--- src/rtl/ppi_bus_pkg.sv ---
// Shared types and constants for the 8255 PPI bus initiator.
package ppi_bus_pkg;

  localparam int unsigned CNT_W         = 4;
  localparam int unsigned DATA_W        = 8;
  localparam int unsigned ADDR_W        = 2;
  localparam int unsigned CTRL_MODE_BIT = 7;

  localparam logic [ADDR_W-1:0] ADDR_PA   = 2'd0;
  localparam logic [ADDR_W-1:0] ADDR_PB   = 2'd1;
  localparam logic [ADDR_W-1:0] ADDR_PC   = 2'd2;
  localparam logic [ADDR_W-1:0] ADDR_CTRL = 2'd3;

  typedef enum logic [1:0] {
    IDLE,
    SETUP,
    STROBE,
    HOLD
  } state_e;

  typedef struct packed {
    logic              write;
    logic [ADDR_W-1:0] addr;
    logic [DATA_W-1:0] wdata;
  } req_t;

  // The control register is write-only on the PPI, so reading it is rejected.
  function automatic logic is_rejected(input logic write, input logic [ADDR_W-1:0] addr);
    return !write && (addr == ADDR_CTRL);
  endfunction

endpackage

--- src/rtl/ppi_phase_timer.sv ---
// Loadable down-counter that times each bus phase; expire is high while value is 1.
module ppi_phase_timer
  import ppi_bus_pkg::*;
(
  input  logic             clk,
  input  logic             rst,
  input  logic             load,
  input  logic [CNT_W-1:0] load_val,
  output logic [CNT_W-1:0] value,
  output logic             expire
);

  logic [CNT_W-1:0] cnt_next;

  // Counts down to 1 and parks there until reloaded.
  always_comb begin
    cnt_next = value;
    if (load) begin
      cnt_next = load_val;
    end else if (value > CNT_W'(1)) begin
      cnt_next = value - CNT_W'(1);
    end
  end

  always_ff @(posedge clk or posedge rst) begin
    if (rst) begin
      value  <= '0;
      expire <= 1'b0;
    end else begin
      value  <= cnt_next;
      expire <= (cnt_next == CNT_W'(1));
    end
  end

endmodule

--- src/rtl/ppi_bus_master.sv ---
// Host-side initiator producing timed CS/RD/WR/A/D cycles toward an 8255 PPI.
module ppi_bus_master
  import ppi_bus_pkg::*;
#(
  parameter int unsigned SETUP_CYC  = 1,
  parameter int unsigned STROBE_CYC = 2,
  parameter int unsigned HOLD_CYC   = 1
) (
  input  logic              CLK,
  input  logic              RST,
  input  logic              req_valid,
  output logic              req_ready,
  input  logic              req_write,
  input  logic [ADDR_W-1:0] req_addr,
  input  logic [DATA_W-1:0] req_wdata,
  output logic              rsp_valid,
  output logic              rsp_write,
  output logic              rsp_err,
  output logic [DATA_W-1:0] rsp_rdata,
  output logic              CS,
  output logic              RD,
  output logic              WR,
  output logic [ADDR_W-1:0] A,
  output logic [DATA_W-1:0] D_out,
  output logic              D_oe,
  input  logic [DATA_W-1:0] D_in,
  output logic [DATA_W-1:0] ctrl_shadow,
  output logic              ctrl_valid
);

  if (SETUP_CYC < 1 || SETUP_CYC > 15 || STROBE_CYC < 1 || STROBE_CYC > 15 ||
      HOLD_CYC < 1 || HOLD_CYC > 15) begin : g_bad_timing
    $error("ppi_bus_master: SETUP_CYC/STROBE_CYC/HOLD_CYC must be in 1..15");
  end

  state_e            state_q, state_d;
  req_t              lat_q, lat_d;
  logic              cs_d, rd_d, wr_d, oe_d, ready_d;
  logic              rspv_d, rspw_d, rspe_d, cvalid_d;
  logic [ADDR_W-1:0] a_d;
  logic [DATA_W-1:0] dout_d, rdata_d, shadow_d;
  logic              tmr_load, tmr_expire;
  logic [CNT_W-1:0]  tmr_val, tmr_value;
  logic              accept;

  assign accept = req_valid && req_ready;

  ppi_phase_timer u_timer (
    .clk      (CLK),
    .rst      (RST),
    .load     (tmr_load),
    .load_val (tmr_val),
    .value    (tmr_value),
    .expire   (tmr_expire)
  );

  // Next-state and next-output logic; bus outputs are registered from these.
  always_comb begin
    state_d  = state_q;
    lat_d    = lat_q;
    tmr_load = 1'b0;
    tmr_val  = '0;
    cs_d     = 1'b1;
    rd_d     = 1'b1;
    wr_d     = 1'b1;
    oe_d     = 1'b0;
    a_d      = A;
    dout_d   = D_out;
    ready_d  = 1'b0;
    rspv_d   = 1'b0;
    rspw_d   = rsp_write;
    rspe_d   = rsp_err;
    rdata_d  = rsp_rdata;
    shadow_d = ctrl_shadow;
    cvalid_d = ctrl_valid;

    unique case (state_q)
      IDLE: begin
        ready_d = 1'b1;
        if (accept) begin
          lat_d   = '{write: req_write, addr: req_addr, wdata: req_wdata};
          rdata_d = '0;
          if (is_rejected(req_write, req_addr)) begin
            rspv_d = 1'b1;
            rspw_d = req_write;
            rspe_d = 1'b1;
          end else begin
            state_d  = SETUP;
            tmr_load = 1'b1;
            tmr_val  = CNT_W'(SETUP_CYC);
            ready_d  = 1'b0;
            cs_d     = 1'b0;
            a_d      = req_addr;
            oe_d     = req_write;
            if (req_write) begin
              dout_d = req_wdata;
            end
          end
        end
      end

      SETUP: begin
        cs_d = 1'b0;
        oe_d = lat_q.write;
        if (tmr_expire) begin
          state_d  = STROBE;
          tmr_load = 1'b1;
          tmr_val  = CNT_W'(STROBE_CYC);
          wr_d     = !lat_q.write;
          rd_d     = lat_q.write;
        end
      end

      STROBE: begin
        cs_d = 1'b0;
        oe_d = lat_q.write;
        wr_d = !lat_q.write;
        rd_d = lat_q.write;
        if (tmr_expire) begin
          state_d  = HOLD;
          tmr_load = 1'b1;
          tmr_val  = CNT_W'(HOLD_CYC);
          wr_d     = 1'b1;
          rd_d     = 1'b1;
          // RD is still low at this edge, so the PPI is still driving D_in.
          if (!lat_q.write) begin
            rdata_d = D_in;
          end
        end
      end

      HOLD: begin
        cs_d = 1'b0;
        oe_d = lat_q.write;
        if (tmr_expire) begin
          state_d = IDLE;
          cs_d    = 1'b1;
          oe_d    = 1'b0;
          ready_d = 1'b1;
          rspv_d  = 1'b1;
          rspw_d  = lat_q.write;
          rspe_d  = 1'b0;
          if (lat_q.write && lat_q.addr == ADDR_CTRL && lat_q.wdata[CTRL_MODE_BIT]) begin
            shadow_d = lat_q.wdata;
            cvalid_d = 1'b1;
          end
        end
      end

      default: begin
        state_d = IDLE;
      end
    endcase
  end

  always_ff @(posedge CLK or posedge RST) begin
    if (RST) begin
      state_q     <= IDLE;
      lat_q       <= '0;
      CS          <= 1'b1;
      RD          <= 1'b1;
      WR          <= 1'b1;
      A           <= '0;
      D_out       <= '0;
      D_oe        <= 1'b0;
      req_ready   <= 1'b1;
      rsp_valid   <= 1'b0;
      rsp_write   <= 1'b0;
      rsp_err     <= 1'b0;
      rsp_rdata   <= '0;
      ctrl_shadow <= '0;
      ctrl_valid  <= 1'b0;
    end else begin
      state_q     <= state_d;
      lat_q       <= lat_d;
      CS          <= cs_d;
      RD          <= rd_d;
      WR          <= wr_d;
      A           <= a_d;
      D_out       <= dout_d;
      D_oe        <= oe_d;
      req_ready   <= ready_d;
      rsp_valid   <= rspv_d;
      rsp_write   <= rspw_d;
      rsp_err     <= rspe_d;
      rsp_rdata   <= rdata_d;
      ctrl_shadow <= shadow_d;
      ctrl_valid  <= cvalid_d;
    end
  end

  a_timer_live: assert property (@(posedge CLK) disable iff (RST)
    (state_q != IDLE) |-> (tmr_value != '0));

endmodule

--- config.mk ---
export PLATFORM = sky130hd
export DESIGN_NAME = ppi_bus_master
export DESIGN_NICKNAME = d
export VERILOG_FILES = /design/src/rtl/ppi_bus_pkg.sv /design/src/rtl/ppi_phase_timer.sv /design/src/rtl/ppi_bus_master.sv
export SDC_FILE = /design/constraint.sdc
export NUM_CORES = 1
export LEC_CHECK = 0
export BUFFER_PORTS_ARGS = -buffer_cell sky130_fd_sc_hd__buf_2
export CAP_MARGIN = 10
export CORE_UTILIZATION = 57
export DETAILED_ROUTE_END_ITERATION = 10
export PLACE_DENSITY = 0.93
export SLEW_MARGIN = 20
export SYNTH_ARGS = -nofsm -noshare
export SYNTH_HDL_FRONTEND = slang
export SYNTH_HIERARCHICAL = 1
export SYNTH_SLANG_ARGS = --single-unit
export TNS_END_PERCENT = 100
--- constraint.sdc ---
create_clock -name CLK -period 4.7 [get_ports CLK]
set_input_delay 0.47 -clock CLK [delete_from_list [all_inputs] [get_ports CLK]]
set_output_delay 0.47 -clock CLK [all_outputs]
set_load 0.005 [all_outputs]
Word level (Yosys, flattened, before mapping)
Cells that the tools add are included.
{ "totals": {"register_bits": 53, "inputBits": 22, "output_inout_bits": 35} }
{ "classes": {"n_addsub": 1, "order_cmp": 1, "eq_ne": 13, "muxes": 45, "n_bitwise": 1, "n_reduce_logical": 17} }
{ "op_table": {"columns": ["cell", "n"], "rows": [
  ["8-bit two-way mux", 3],
  ["1-bit two-way mux", 22],
  ["8-bit case mux with 2 select lines", 1],
  ["1-bit case mux with 2 select lines", 7],
  ["2-bit two-way mux", 6],
  ["4-bit AND reduction", 3],
  ["2-bit equality test (second input constant)", 4],
  ["4-bit two-way mux", 2],
  ["2-bit != test (second input constant)", 4],
  ["2-bit case mux with 4 select lines", 1],
  ["2-bit by 1-bit != test with 1-bit output (second input constant)", 3],
  ["1-bit case mux with 3 select lines", 2],
  ["2-bit case mux with 3 select lines", 1],
  ["3-bit AND reduction", 2],
  ["5-bit AND reduction", 1],
  ["4-bit by 1-bit equality test with 1-bit output (second input constant)", 1],
  ["4-bit by 1-bit greater-than comparator with 1-bit output (second input constant)", 1],
  ["1-bit logical AND", 4],
  ["2-bit nonzero test", 2],
  ["4-bit by 1-bit subtractor with 4-bit output (second input constant)", 1],
  ["2-bit by 1-bit equality test with 1-bit output (second input constant)", 1],
  ["1-bit logical NOT", 2],
  ["2-bit logical NOT", 1],
  ["2-bit AND reduction", 1],
  ["other kinds (2)", 2]
]} }

Longest topological paths before layout
Gate-level depths: netlist of run 1.
{ "logic_depth": {"depth_word": 7, "mapped_depth": 9, "depth_no_buf": 8} }

By module
The synthesis of run 1 kept the hierarchy.
{ "modules_own_cells": {"columns": ["mod", "n_inst", "cells_per_inst", "area_each_um2", "seq_area_each_um2"], "rows": [
  ["ppi_bus_master", 1, 167, 2114.5, 1206.2],
  ["ppi_phase_timer", 1, 31, 332.8, 125.1]
]} }

Worst setup path after synthesis of run 1
OpenSTA, ideal clock, no wires.
{ "synth_timing": {"path_type": "register to register", "startpoint": "reg state_q[0]", "endpoint": "reg u_timer.expire", "setup_time_ps": 95, "arrival_ps": 2359, "path_slack_ps": 2246, "stages_incl_launch_ff": 9, "n_path_buf": 1, "synth_period_minus_slack_ps": 2454, "cell_sequence": "dfrtp_1 inv_1 ha_1 buf_4 nand3_1 or2_1 a21oi_1 mux2_2 nor4b_2"} }
{ "synth_between": {"elab_chain_cells": 5, "word_cells_on_any_way": 8, "classes_between": "eq/ne: 3; mux: 3; reduce/logical: 2"} }
{ "synth_lines": {"columns": ["element", "line", "source"], "rows": [
  ["start, declared", "ppi_bus_master.sv:36", "state_e state_q, state_d;"],
  ["start signal, assigned", "ppi_bus_master.sv:174", "state_q <= state_d;"],
  ["2-bit equality test or 2-bit by 1-bit equality test with 1-bit output (tied branches)", "ppi_bus_master.sv:77", "unique case (state_q)"],
  ["2-bit OR reduction (no source line)", null, null],
  ["1-bit case mux with 2 select lines *", "ppi_bus_master.sv:77", null],
  ["net tmr_load", "ppi_bus_master.sv:42", "logic tmr_load, tmr_expire;"],
  ["4-bit two-way mux *", "ppi_phase_timer.sv:18", "if (load) begin"],
  ["net u_timer.cnt_next[2]", "ppi_phase_timer.sv:13", "logic [CNT_W-1:0] cnt_next;"],
  ["4-bit by 1-bit equality test with 1-bit output *", "ppi_phase_timer.sv:31", "expire <= (cnt_next == CNT_W'(1));"],
  ["end signal, assigned", "ppi_phase_timer.sv:31", null],
  ["end, declared", "ppi_phase_timer.sv:10", "output logic expire"]
]} }
Mark *: on every way through the listed nets, which the timed path passes. The rest lies on a longest branch.
A chain may end at the register's enable or synchronous reset.

Worst setup path in the final report of run 1
Same ends and word-level chain as after synthesis.

==> reports/summary.txt, run 1 <==
Outcome = complete, no violations
Max VDD drop = 0.000359 V
Yosys top cell by area = dfrtp_1
LEAKAGE = 1.43 nW
Layout cells sized above 1 = 42.6%
CTS tree = yes
Pwr/cell area = 570 mW/mm^2
Worst Path Required = 4.90 ns
Fin. max-slew vios = 0
Slowest CP cell = a21oi_1
Clk sink count = 53
# rows = 23
Fillers = 287
Async S/R FF share, synth = 100%
Maxcap violations = 0
Total detailed-routing wirelength = 4.40 mm
Cell-by-cell trace of the critical path = inv_1, ha_1, nand3_1, or2_1, a21oi_1, mux2_2, nor4b_2
Fin crit period = 3.33 ns
Period utilization = 70.9%
Cells after Synth = 198
Die area = 0.00456 mm^2
H-tree levels = 2
Average wire per standard cell = 14.4 um
Detail Route Antenna Nets = 0
Mean Syn Cell Area = 12.4 um^2
Clk slew on worst S/H paths = 0.09 ns
Seq cells post-synth = 53
Die X = 67.5 um
Synth Cell Area = 0.00245 mm^2
Via count = 1663
Hold Crit Class = in -> async
Layout area overhead = 16.0%
Sequential area share after synthesis = 54.4%
Chip height = 67.5 um
Final GP Congestion = 0.846
Initial antenna violation count = 0
CTS hold repair buffers = 0
FMAX = 0.300 GHz
Worst setup SP type = flop
DR top layer = met4
DR iter-0 viols = 58
Fin Clk Skew = 0.00820 ns
1st-pass router iterations = 4
Max incr delay on CP = 0.55 ns
# Post-CTS Setup Buffers = 0
CP Max Fanout = 14
DP Wirelength = 3.27 mm
Crit path arrival time = 3.54 ns
Worst-Skew Late Latency = 0.30 ns
YS warnings = 6
Total gr overflow = 0
Synth top area share = 50.1%
Routed length on met2 = 2.14 mm
Clock buffer depth = 2
Initial core utilization = 60.3%
Synth cell types = 42
Residual DRC = 0
Number of synthesized flops with an enable pin = 0
Met3 wire len = 270 um
CP endpoint kind = flop
Met1 WL = 1.91 mm
DR vias/cell = 5.43
RSZ-0062 raised after global routing = false
Finished Layout Cells = 306
Top area cells in the synthesized netlist = dfrtp_1 50%, mux2_2 14%, ha_1 4.6%
Largest net degree at the start of global routing = 49
Cell with the most instances after synthesis = dfrtp_1
TritonCTS buffer count = 5
Inst Count DP = 299
CTS root buf = clkbuf_8
Antenna cells = 0
Post-CTS resize count = 0
Crit Path Category = reg -> reg
Actual slew at the worst max-slew pin = 0.938 ns
Final Hold Viols = 0
Setup violators final = 0
Post-synth top cells = 49 x dfrtp_1, 31 x mux2_2, 19 x nand2_1
Nets = 287
Placeable Area = 0.00406 mm^2
IO Pins = 57
Setup TNS = 0 ns
IO Port Bufs = 56
Gr usage total = 22.3%
Headroom to the max-slew limit = 37.4%
Number of global-route vias before repair = 1581
First-pass GRT wire length = 7.28 mm
Post-synth top flop = dfrtp_1
[worst max-delay path: cells and delay by family, from the launching register on]
kind	cells	cell delay, ns
AND/OR/NAND/NOR	3	1.24
multiplexers	1	0.43
AO/OA/AOI/OAI	1	0.55
buffers and inverters	1	0.17
flip-flops	1	0.44
adder cells (fa/ha/maj)	1	0.41
[where the power goes]
part / switching (mW) / total [mW] / internal, mW
Clock: 0.139 / 0.242 / 0.103
Combinational: 0.334 / 0.657 / 0.324
Sequential: 0.106 / 0.719 / 0.613
[per-layer routing]
layer,vias to the layer above,GRT usage (%)
li1,799,-
met2,61,36.6
met5,-,0
met3,8,5.91
met1,795,28.6
met4,0,7.45
[stage by stage]
stage               hold WS, ns  cell area (um^2)  total power, mW  utilization, %  setup WS (ns)
global route             0.0596              2840             1.73            69.9           1.08
CTS                      0.0572              2840             1.63            69.9           1.37
detailed placement        0.391              2750             1.39            67.8           1.39
finish                   0.0611              2840             1.62            69.9           1.37
floorplan                 0.249              2450             1.21               -           2.25
global placement          0.386              2750             1.35            67.8           1.61
[logic make-up after synthesis]
group	count (synthesis)	synth area share, %
buffers and inverters	23	4.29
AO/OA/AOI/OAI	23	7.72
other	1	0.153
multiplexers	41	18.4
XOR/XNOR	1	0.358
adder cells (fa/ha/maj)	9	4.60
AND/OR/NAND/NOR	47	10.1
flip-flops	53	54.4
[state kept, by name, summed over array words and instances, names as in the netlist]
signal          cells
u_timer/expire      1
rsp_valid           1
req_ready           1
rsp_err             1
ctrl_valid          1
D_oe                1
D_out               8
rsp_write           1
state_q             2
CS                  1
A                   2
WR                  1
RD                  1
u_timer/value       4
ctrl_shadow         8
lat_q              11
rsp_rdata           8
[path summary, 6_finish.rpt]
check                                  start          endpoint  slack [ns]  depth (start not counted)
worst max-delay path              state_q[0]    u_timer/expire        1.37                          7
worst min-delay path                     RST  u_timer/value[3]        0.06                          2
worst max register to register    state_q[0]    u_timer/expire        1.37                          7
worst min register to register    ctrl_valid        ctrl_valid        0.47                          1
max in group asynchronous                RST      rsp_rdata[6]        3.73                          2
min in group CLK                req_wdata[1]          lat_q[1]        0.41                          2
[cells in the final DEF, fill, tap and decap left out, types with 4 or more instances in the layout]
cell type,n
a21oi_1,4
buf_2,56
clkbuf_8,5
dfrtp_1,49
dfstp_2,4
ha_1,9
inv_1,16
mux2_2,31
mux2i_1,10
nand2_1,19
nor2_1,7
o21ai_0,6
[area by class of cell]
cell class                 instances  area, um^2  area share, %
tap                               50        62.6           2.20
timing repair buffer              56         280           9.88
inverter                          17        63.8           2.25
clock inverter                     2        16.3          0.573
multi-input combinational        123        1010           35.8
sequential                        53        1330           46.9
clock buffer                       5        68.8           2.43
(Power assumes the default switching activity.)
==> run 2: changes to the inputs <==
--- a/config.mk
+++ b/config.mk
@@ -7,9 +7,9 @@
 export LEC_CHECK = 0
 export BUFFER_PORTS_ARGS = -buffer_cell sky130_fd_sc_hd__buf_2
 export CAP_MARGIN = 10
-export CORE_UTILIZATION = 57
+export CORE_UTILIZATION = 48
 export DETAILED_ROUTE_END_ITERATION = 10
-export PLACE_DENSITY = 0.93
+export PLACE_DENSITY = 0.84
 export SLEW_MARGIN = 20
 export SYNTH_ARGS = -nofsm -noshare
 export SYNTH_HDL_FRONTEND = slang
==> constraint.sdc (replaced) <==
create_clock -name CLK -period 2.9 [get_ports CLK]
set_input_delay 0.29 -clock CLK [delete_from_list [all_inputs] [get_ports CLK]]
set_output_delay 0.29 -clock CLK [all_outputs]
set_load 0.005 [all_outputs]
==> run 2 against run 1 <==
  * Sequential share of layout area down 0.93 points
  * Sequential power up 63%
  * Worst setup slack got worse by 0.84 ns
  * Flip-flop and latch count unchanged
  * Clock power up 81%
  * Final cell count up 6.9%
  * Final area rose by 2.0%
  * First-iteration DRC count is 69% higher
  * Critical path type unchanged
==> reports/summary.txt, run 2 (same netlist as run 1, synthesis figures left out) <==
Top reg by flops = lat_q
Headroom to the max-slew limit = 36.5% (-0.88 points)
Commonest cells after routing, fill and taps aside = 56 x buf_2, 49 x dfrtp_1, 31 x mux2_2
Die area = 0.00539 mm^2 (+18%)
Fin crit period = 2.37 ns (-0.965 ns)
Total detailed-routing wirelength = 4.59 mm (+4.3%)
Slowest CP cell = dfrtp_1
Fillers = 411 (+43%)
Nets = 290 (+1.0%)
Final worst hold slack = 0.219 ns (+0.158 ns)
Total gr overflow = 0 (unchanged)
Actual slew at the worst max-slew pin = 0.951 ns (+0.0132 ns)
Layout cells sized above 1 = 43.1% (+0.50 points)
CTS root buf = clkbuf_8
# Post-CTS Setup Buffers = 0 (unchanged)
DR iter-0 viols = 98 (+69%)
Layout area overhead = 18.3%
Worst setup SP type = flop
Period utilization = 81.7% (+11 points)
Die X = 73.4 um (+8.7%)
Outcome = complete, no violations
Final WS setup = 0.530 ns (-0.835 ns)
Multi-input gate area = 0.00101 mm^2 (unchanged)
Commonest non-fill, non-tap cell in the layout = buf_2
Post-route cell area = 0.00290 mm^2 (+2.0%)
Largest net degree at the start of global routing = 49 (unchanged)
CTS tree = yes
Buf+Inv Stages, Crit Path = 1 (unchanged)
FMAX = 0.422 GHz (+41%)
Setup violators final = 0 (unchanged)
Cell-by-cell trace of the critical path = inv_1, ha_1, nand3_1, or2_1, a21oi_1, mux2_2, nor4b_2
H-tree levels = 2 (unchanged)
Placed cell area = 0.00279 mm^2 (+1.3%)
Dpl ws = 0.548 ns (-0.838 ns)
CP delay by family, top = simple AND/OR/NAND/NOR gates
Worst-Skew Late Latency = 0.31 ns (about the same)
Worst Path Required = 3.12 ns (-1.78 ns)
Detail Route Antenna Nets = 0 (unchanged)
Hold Crit Class = in -> reg
Number of flip-flops in the largest register = 11 (unchanged)
Reg area = 0.00133 mm^2 (unchanged)
Crit Path Category = reg -> reg
DP Wirelength = 3.43 mm (+5.0%)
Max VDD drop = 0.000430 V (+20%)
CP endpoint kind = flop
RSZ-0062 raised after global routing = false
Chip height = 73.4 um (+8.7%)
Final Hold Viols = 0 (unchanged)
DR vias/cell = 5.06 (-6.8%)
Fin. max-slew vios = 0 (unchanged)
Initial antenna violation count = 0 (unchanged)
TritonCTS buffer count = 5 (unchanged)
Power Total = 2.67 mW (+65%)
Antenna cells = 0 (unchanged)
Crit path arrival time = 2.59 ns (-0.95 ns)
LEAKAGE = 1.46 nW (+1.7%)
Placeable Area = 0.00482 mm^2 (+19%)
Residual DRC = 0 (unchanged)
Via count = 1656 (-0.42%)
Pwr/cell area = 923 mW/mm^2 (+62%)
Average wire per standard cell = 14.0 um (-2.4%)
Clk slew on worst S/H paths = 0.09 ns (about the same)
Number of global-route vias before repair = 1626 (+2.8%)
Fin Clk Skew = 0.00787 ns (-0.000329 ns)
Initial core utilization = 50.8% (-9.5 points)
1st-pass router iterations = 4 (unchanged)
Gr usage total = 19.4% (-3.0 points)
Max incr delay on CP = 0.42 ns (-0.13 ns)
IO Port Bufs = 56 (unchanged)
CP Max Fanout = 10 (-4)
Final GP Congestion = 0.850 (+0.57%)
# rows = 25 (+8.7%)
Setup TNS = 0 ns (unchanged)
IO Pins = 57 (unchanged)
Clk sink count = 53 (unchanged)
Maxcap violations = 0 (unchanged)
Clock buffer depth = 2 (unchanged)
First-pass GRT wire length = 7.74 mm (+6.3%)
run 2: power by group:
group | internal (mW) | total [mW] | switching [mW] | leakage (nW)
sequential | 0.994 | 1.17 | 0.173 | 0.677
combinational | 0.531 | 1.07 | 0.536 | 0.729
clock | 0.194 | 0.437 | 0.243 | 0.0512
run 2: routing by layer:
layer  track usage (%)  part of all wire (%)  wire length (um)
met5                 0                     0                 0
met4              7.05                   1.5                68
met3              4.80                   5.4               248
met2              32.4                    49              2270
met1              24.5                    44              2010
run 2: repair_timing:
action / CTS / global route
gates resized for setup: 0 / 0
endpoints found under the hold margin: 5 / 0
endpoints found under the setup margin: 0 / 0
hold buffers: 1 / 0
run 2: metrics by stage:
step | utilization, % | instances
after floorplan | - | 199
after global placement | 57.9 | 318
after detailed placement | 57.9 | 318
after CTS | 60.1 | 327
after global routing | 60.1 | 327
final | 60.1 | 327
run 2: final cells by class:
class	instances	area share, %
well taps	67	2.90
flip-flops and latches	53	46.0
repair buffers	59	10.5
clock buffers	6	2.85
multi-input cells	123	35.0
clock inverters	2	0.475
inverters	17	2.20
run 2: worst paths after layout:
check | start | end | slack, ns | cells after the start
min reg2reg | ctrl_valid | ctrl_valid | 0.47 | 1
max reg2reg | state_q[0] | u_timer/expire | 0.53 | 7
max | state_q[0] | u_timer/expire | 0.53 | 7
min | req_wdata[4] | D_out[4] | 0.22 | 2
max in group asynchronous | RST | rsp_rdata[0] | 1.56 | 3
min in group asynchronous | RST | u_timer/value[3] | 0.42 | 3
run 2: worst reg2reg max path, stage by stage (launching register included):
cell and delay, ns:
dfrtp_1 0.42, inv_1 0.16, ha_1 0.38, nand3_1 0.14
or2_1 0.29, a21oi_1 0.22, mux2_2 0.38, nor4b_2 0.29
==> run 3: changes to the inputs <==
--- a/config.mk
+++ b/config.mk
@@ -5,11 +5,12 @@
 export SDC_FILE = /design/constraint.sdc
 export NUM_CORES = 1
 export LEC_CHECK = 0
+export ABC_AREA = 1
 export BUFFER_PORTS_ARGS = -buffer_cell sky130_fd_sc_hd__buf_2
 export CAP_MARGIN = 10
-export CORE_UTILIZATION = 48
+export CORE_UTILIZATION = 53
 export DETAILED_ROUTE_END_ITERATION = 10
-export PLACE_DENSITY = 0.84
+export PLACE_DENSITY = 0.87
 export SLEW_MARGIN = 20
 export SYNTH_ARGS = -nofsm -noshare
 export SYNTH_HDL_FRONTEND = slang
==> constraint.sdc (replaced) <==
create_clock -name CLK -period 2.4 [get_ports CLK]
set_input_delay 0.24 -clock CLK [delete_from_list [all_inputs] [get_ports CLK]]
set_output_delay 0.24 -clock CLK [all_outputs]
set_load 0.005 [all_outputs]
==> run 3 against run 2 <==
  * Worst setup slack got worse by 0.28 ns
  * First-iteration DRC count rose by 44%
  * Sequential power rose by 31%
  * Register-to-register slack got worse by 0.28 ns
  * Non-clock buffer count rose by 1
  * Worst hold slack got worse by 0.072 ns
  * Die area fell by 6.4%
==> reports/summary.txt, run 3 <==
Post-Synth Adder-Cell Area = 4.46% (-0.14 points)
Top reg by flops = lat_q
Synth Cell Area = 0.00252 mm^2 (+3.2%)
Nets = 378 (+30%)
Top area cells in the synthesized netlist = dfrtp_1 49%, nand2_1 13%, o21ai_2 5.9%
Clock buffer depth = 2 (unchanged)
Chip height = 71.0 um (-3.2%)
Via count = 2034 (+23%)
LEAKAGE = 1.63 nW (+12%)
Number of synthesized flops with an enable pin = 0 (unchanged)
Total detailed-routing wirelength = 4.91 mm (+6.9%)
Switch Pwr = 1.54 mW (+61%)
CP Max Fanout = 6 (-4)
Post-synth top flop = dfrtp_1
DR vias/cell = 5.09 (+0.41%)
Hold Crit Class = in -> reg
Outcome = complete, no violations
Mean Syn Cell Area = 8.80 um^2 (-29%)
Initial core utilization = 56.4% (+5.6 points)
Synth Area in Compound Gates = 11.4% (+3.7 points)
Post-synth top cells = 88 x nand2_1, 49 x dfrtp_1, 34 x inv_1
Post-Synth Simple-Gate Area = 22.5% (+12 points)
Synth top area share = 48.6% (-1.5 points)
Switch share = 41.4% (+5.8 points)
Placeable Area = 0.00447 mm^2 (-7.1%)
Worst setup SP type = flop
Total gr overflow = 0 (unchanged)
IO Port Bufs = 56 (unchanged)
Clk slew on worst S/H paths = 0.11 ns (+0.02 ns)
Crit Path Category = reg -> reg
Placed cell area = 0.00283 mm^2 (+1.4%)
Setup violators final = 0 (unchanged)
Period utilization = 89.6% (+7.9 points)
DR iter-0 viols = 141 (+44%)
Yosys top cell by area = dfrtp_1
Post-CTS resize count = 0 (unchanged)
Multi-input gate area = 987 um^2 (-2.7%)
Sequential area share after synthesis = 52.7% (-1.7 points)
Die area = 0.00504 mm^2 (-6.4%)
Fin. max-slew vios = 0 (unchanged)
Clock power frac = 14.2% (-2.2 points)
H-tree levels = 2 (unchanged)
Utilization after layout = 65.6% (+5.5 points)
CTS root buf = clkbuf_8
Commonest non-fill, non-tap cell in the layout = nand2_1
CTS tree = yes
Worst Path Required = 2.65 ns (-0.47 ns)
Clk sink count = 53 (unchanged)
Final WS setup = 0.250 ns (-0.280 ns)
Number of global-route vias before repair = 1916 (+18%)
Antenna cells = 0 (unchanged)
Fin crit period = 2.15 ns (-0.220 ns)
Largest family of logic cells by synthesized area = simple AND/OR/NAND/NOR gates
Final GP Congestion = 0.889 (+4.6%)
Final Hold Viols = 0 (unchanged)
Seq pwr share = 41.2% (-2.5 points)
Cells after Synth = 287 (+45%)
Flop-to-flop setup slack = 0.25 ns (-0.28 ns)
1st-pass router iterations = 6 (+2)
Cell with the most instances after synthesis = nand2_1
Reg area = 0.00133 mm^2 (unchanged)
Number of flip-flops in the largest register = 11 (unchanged)
Residual DRC = 0 (unchanged)
XOR/XNOR Fraction of Synth Area = 0.347% (-0.011 points)
First-pass GRT wire length = 8.47 mm (+9.5%)
YS warnings = 6 (unchanged)
Commonest cells after routing, fill and taps aside = 88 x nand2_1, 56 x buf_2, 49 x dfrtp_1
Setup TNS = 0 ns (unchanged)
Layout area overhead = 16.3%
Async S/R FF share, synth = 100% (unchanged)
Combinational power share = 44.6% (+4.6 points)
Crit path arrival time = 2.40 ns (-0.19 ns)
Mux contribution to synthesized area = 0% (-18 points)
Pwr/cell area = 1260 mW/mm^2 (+37%)
Largest net degree at the start of global routing = 29 (-41%)
IO Pins = 57 (unchanged)
CP endpoint kind = flop
Gr usage total = 21.6% (+2.2 points)
# Post-CTS Setup Buffers = 0 (unchanged)
# rows = 24 (-4.0%)
Seq cells post-synth = 53 (unchanged)
Layout cells sized above 1 = 30.2% (-13 points)
Post-route cell area = 0.00294 mm^2 (+1.4%)
Die X = 71.0 um (-3.2%)
TritonCTS buffer count = 5 (unchanged)
Worst-Skew Late Latency = 0.32 ns (about the same)
Internal power = 2.17 mW (+26%)
Synth cell types = 26 (-38%)
Fin Clk Skew = 0.0185 ns (+0.0106 ns)
RSZ-0062 raised after global routing = false
Detail Route Antenna Nets = 0 (unchanged)
Dpl ws = 0.352 ns (-0.196 ns)
Fillers = 387 (-5.8%)
Initial antenna violation count = 0 (unchanged)
Max VDD drop = 0.000636 V (+48%)
Average wire per standard cell = 12.3 um (-13%)
Maxcap violations = 0 (unchanged)
DP Wirelength = 3.67 mm (+6.9%)
FMAX = 0.465 GHz (+10%)
==> run 3: changes by cell type after synthesis, moves of 3 or more <==
cell	previous run	this run
a21oi_1	4	9
buf_6	1	4
inv_1	17	34
inv_2	0	4
mux2_2	31	0
mux2i_1	10	0
nand2_1	19	88
nand2_2	1	6
nand3_1	1	20
nor2_1	7	12
o21ai_0	6	16
o21ai_2	0	17
==> run 3: area by class of cell <==
cell class | instances | area share, %
clock inverter | 3 | 0.980
clock buffer | 5 | 2.34
timing repair buffer | 60 | 10.7
inverter | 38 | 4.86
sequential | 53 | 45.3
multi-input combinational | 189 | 33.6
tap | 52 | 2.22
==> run 3: path summary, 6_finish.rpt <==
kind	from	endpoint	depth (start not counted)
setup / recovery	state_q[0]	u_timer/expire	11
min in group asynchronous	RST	u_timer/value[0]	3
hold / removal	req_wdata[1]	lat_q[1]	3
max in group asynchronous	RST	RD	4
setup reg to reg	state_q[0]	u_timer/expire	11
hold reg to reg	ctrl_valid	ctrl_valid	2
==> run 3: cells by family after synthesis <==
logic type	Yosys count
other	1
buffers and inverters	46
adders and majority gates	9
xor gates and xnor gates	1
DFF	53
AOI/OAI and AO/OA	44
and+or+nand+nor	133
==> run 3: through the flow <==
step / instances / hold WS, ns / total power [mW]
4_1_cts: 400 / 0.141 / 3.73
3_3_place_gp: 391 / 0.160 / 3.11
5_1_grt: 400 / 0.158 / 4.04
3_5_place_dp: 391 / 0.163 / 3.19
6_report: 400 / 0.147 / 3.71
2_1_floorplan: 288 / 0.0185 / 2.70
==> run 3: timing repair <==
action	in CTS	in global routing
endpoints found under the hold margin	21	0
endpoints found under the setup margin	0	0
hold buffers	1	0
==> run 3: per-layer routing <==
| metal | track usage (%) | up-vias | share of wire (%) |
|---|---|---|---|
| met2 | 32.3 | 73 | 46 |
| met1 | 30.1 | 932 | 46 |
| met4 | 10.0 | 0 | 2.8 |
| met5 | 0 | - | 0 |
| li1 | - | 1015 | - |
| met3 | 4.99 | 14 | 5.8 |
==> run 3: critical path, stage by stage (launching register included) <==
cell and delay, ns:
dfrtp_1 0.45, inv_1 0.15, ha_1 0.23, inv_2 0.07
nor2_1 0.19, o21ai_2 0.11, a21oi_1 0.29, inv_2 0.11
or2_1 0.23, nand2_1 0.10, nand3_1 0.07, nor2_1 0.09
==> run 3: power groups by stage <==
stage / registers [mW] / logic [mW] / clock network [mW]
floorplan: 1.54 / 1.16 / 0
global placement: 1.53 / 1.58 / 0
detailed placement: 1.54 / 1.64 / 0
CTS: 1.53 / 1.66 / 0.544
global route: 1.58 / 1.88 / 0.575
finish: 1.53 / 1.65 / 0.526
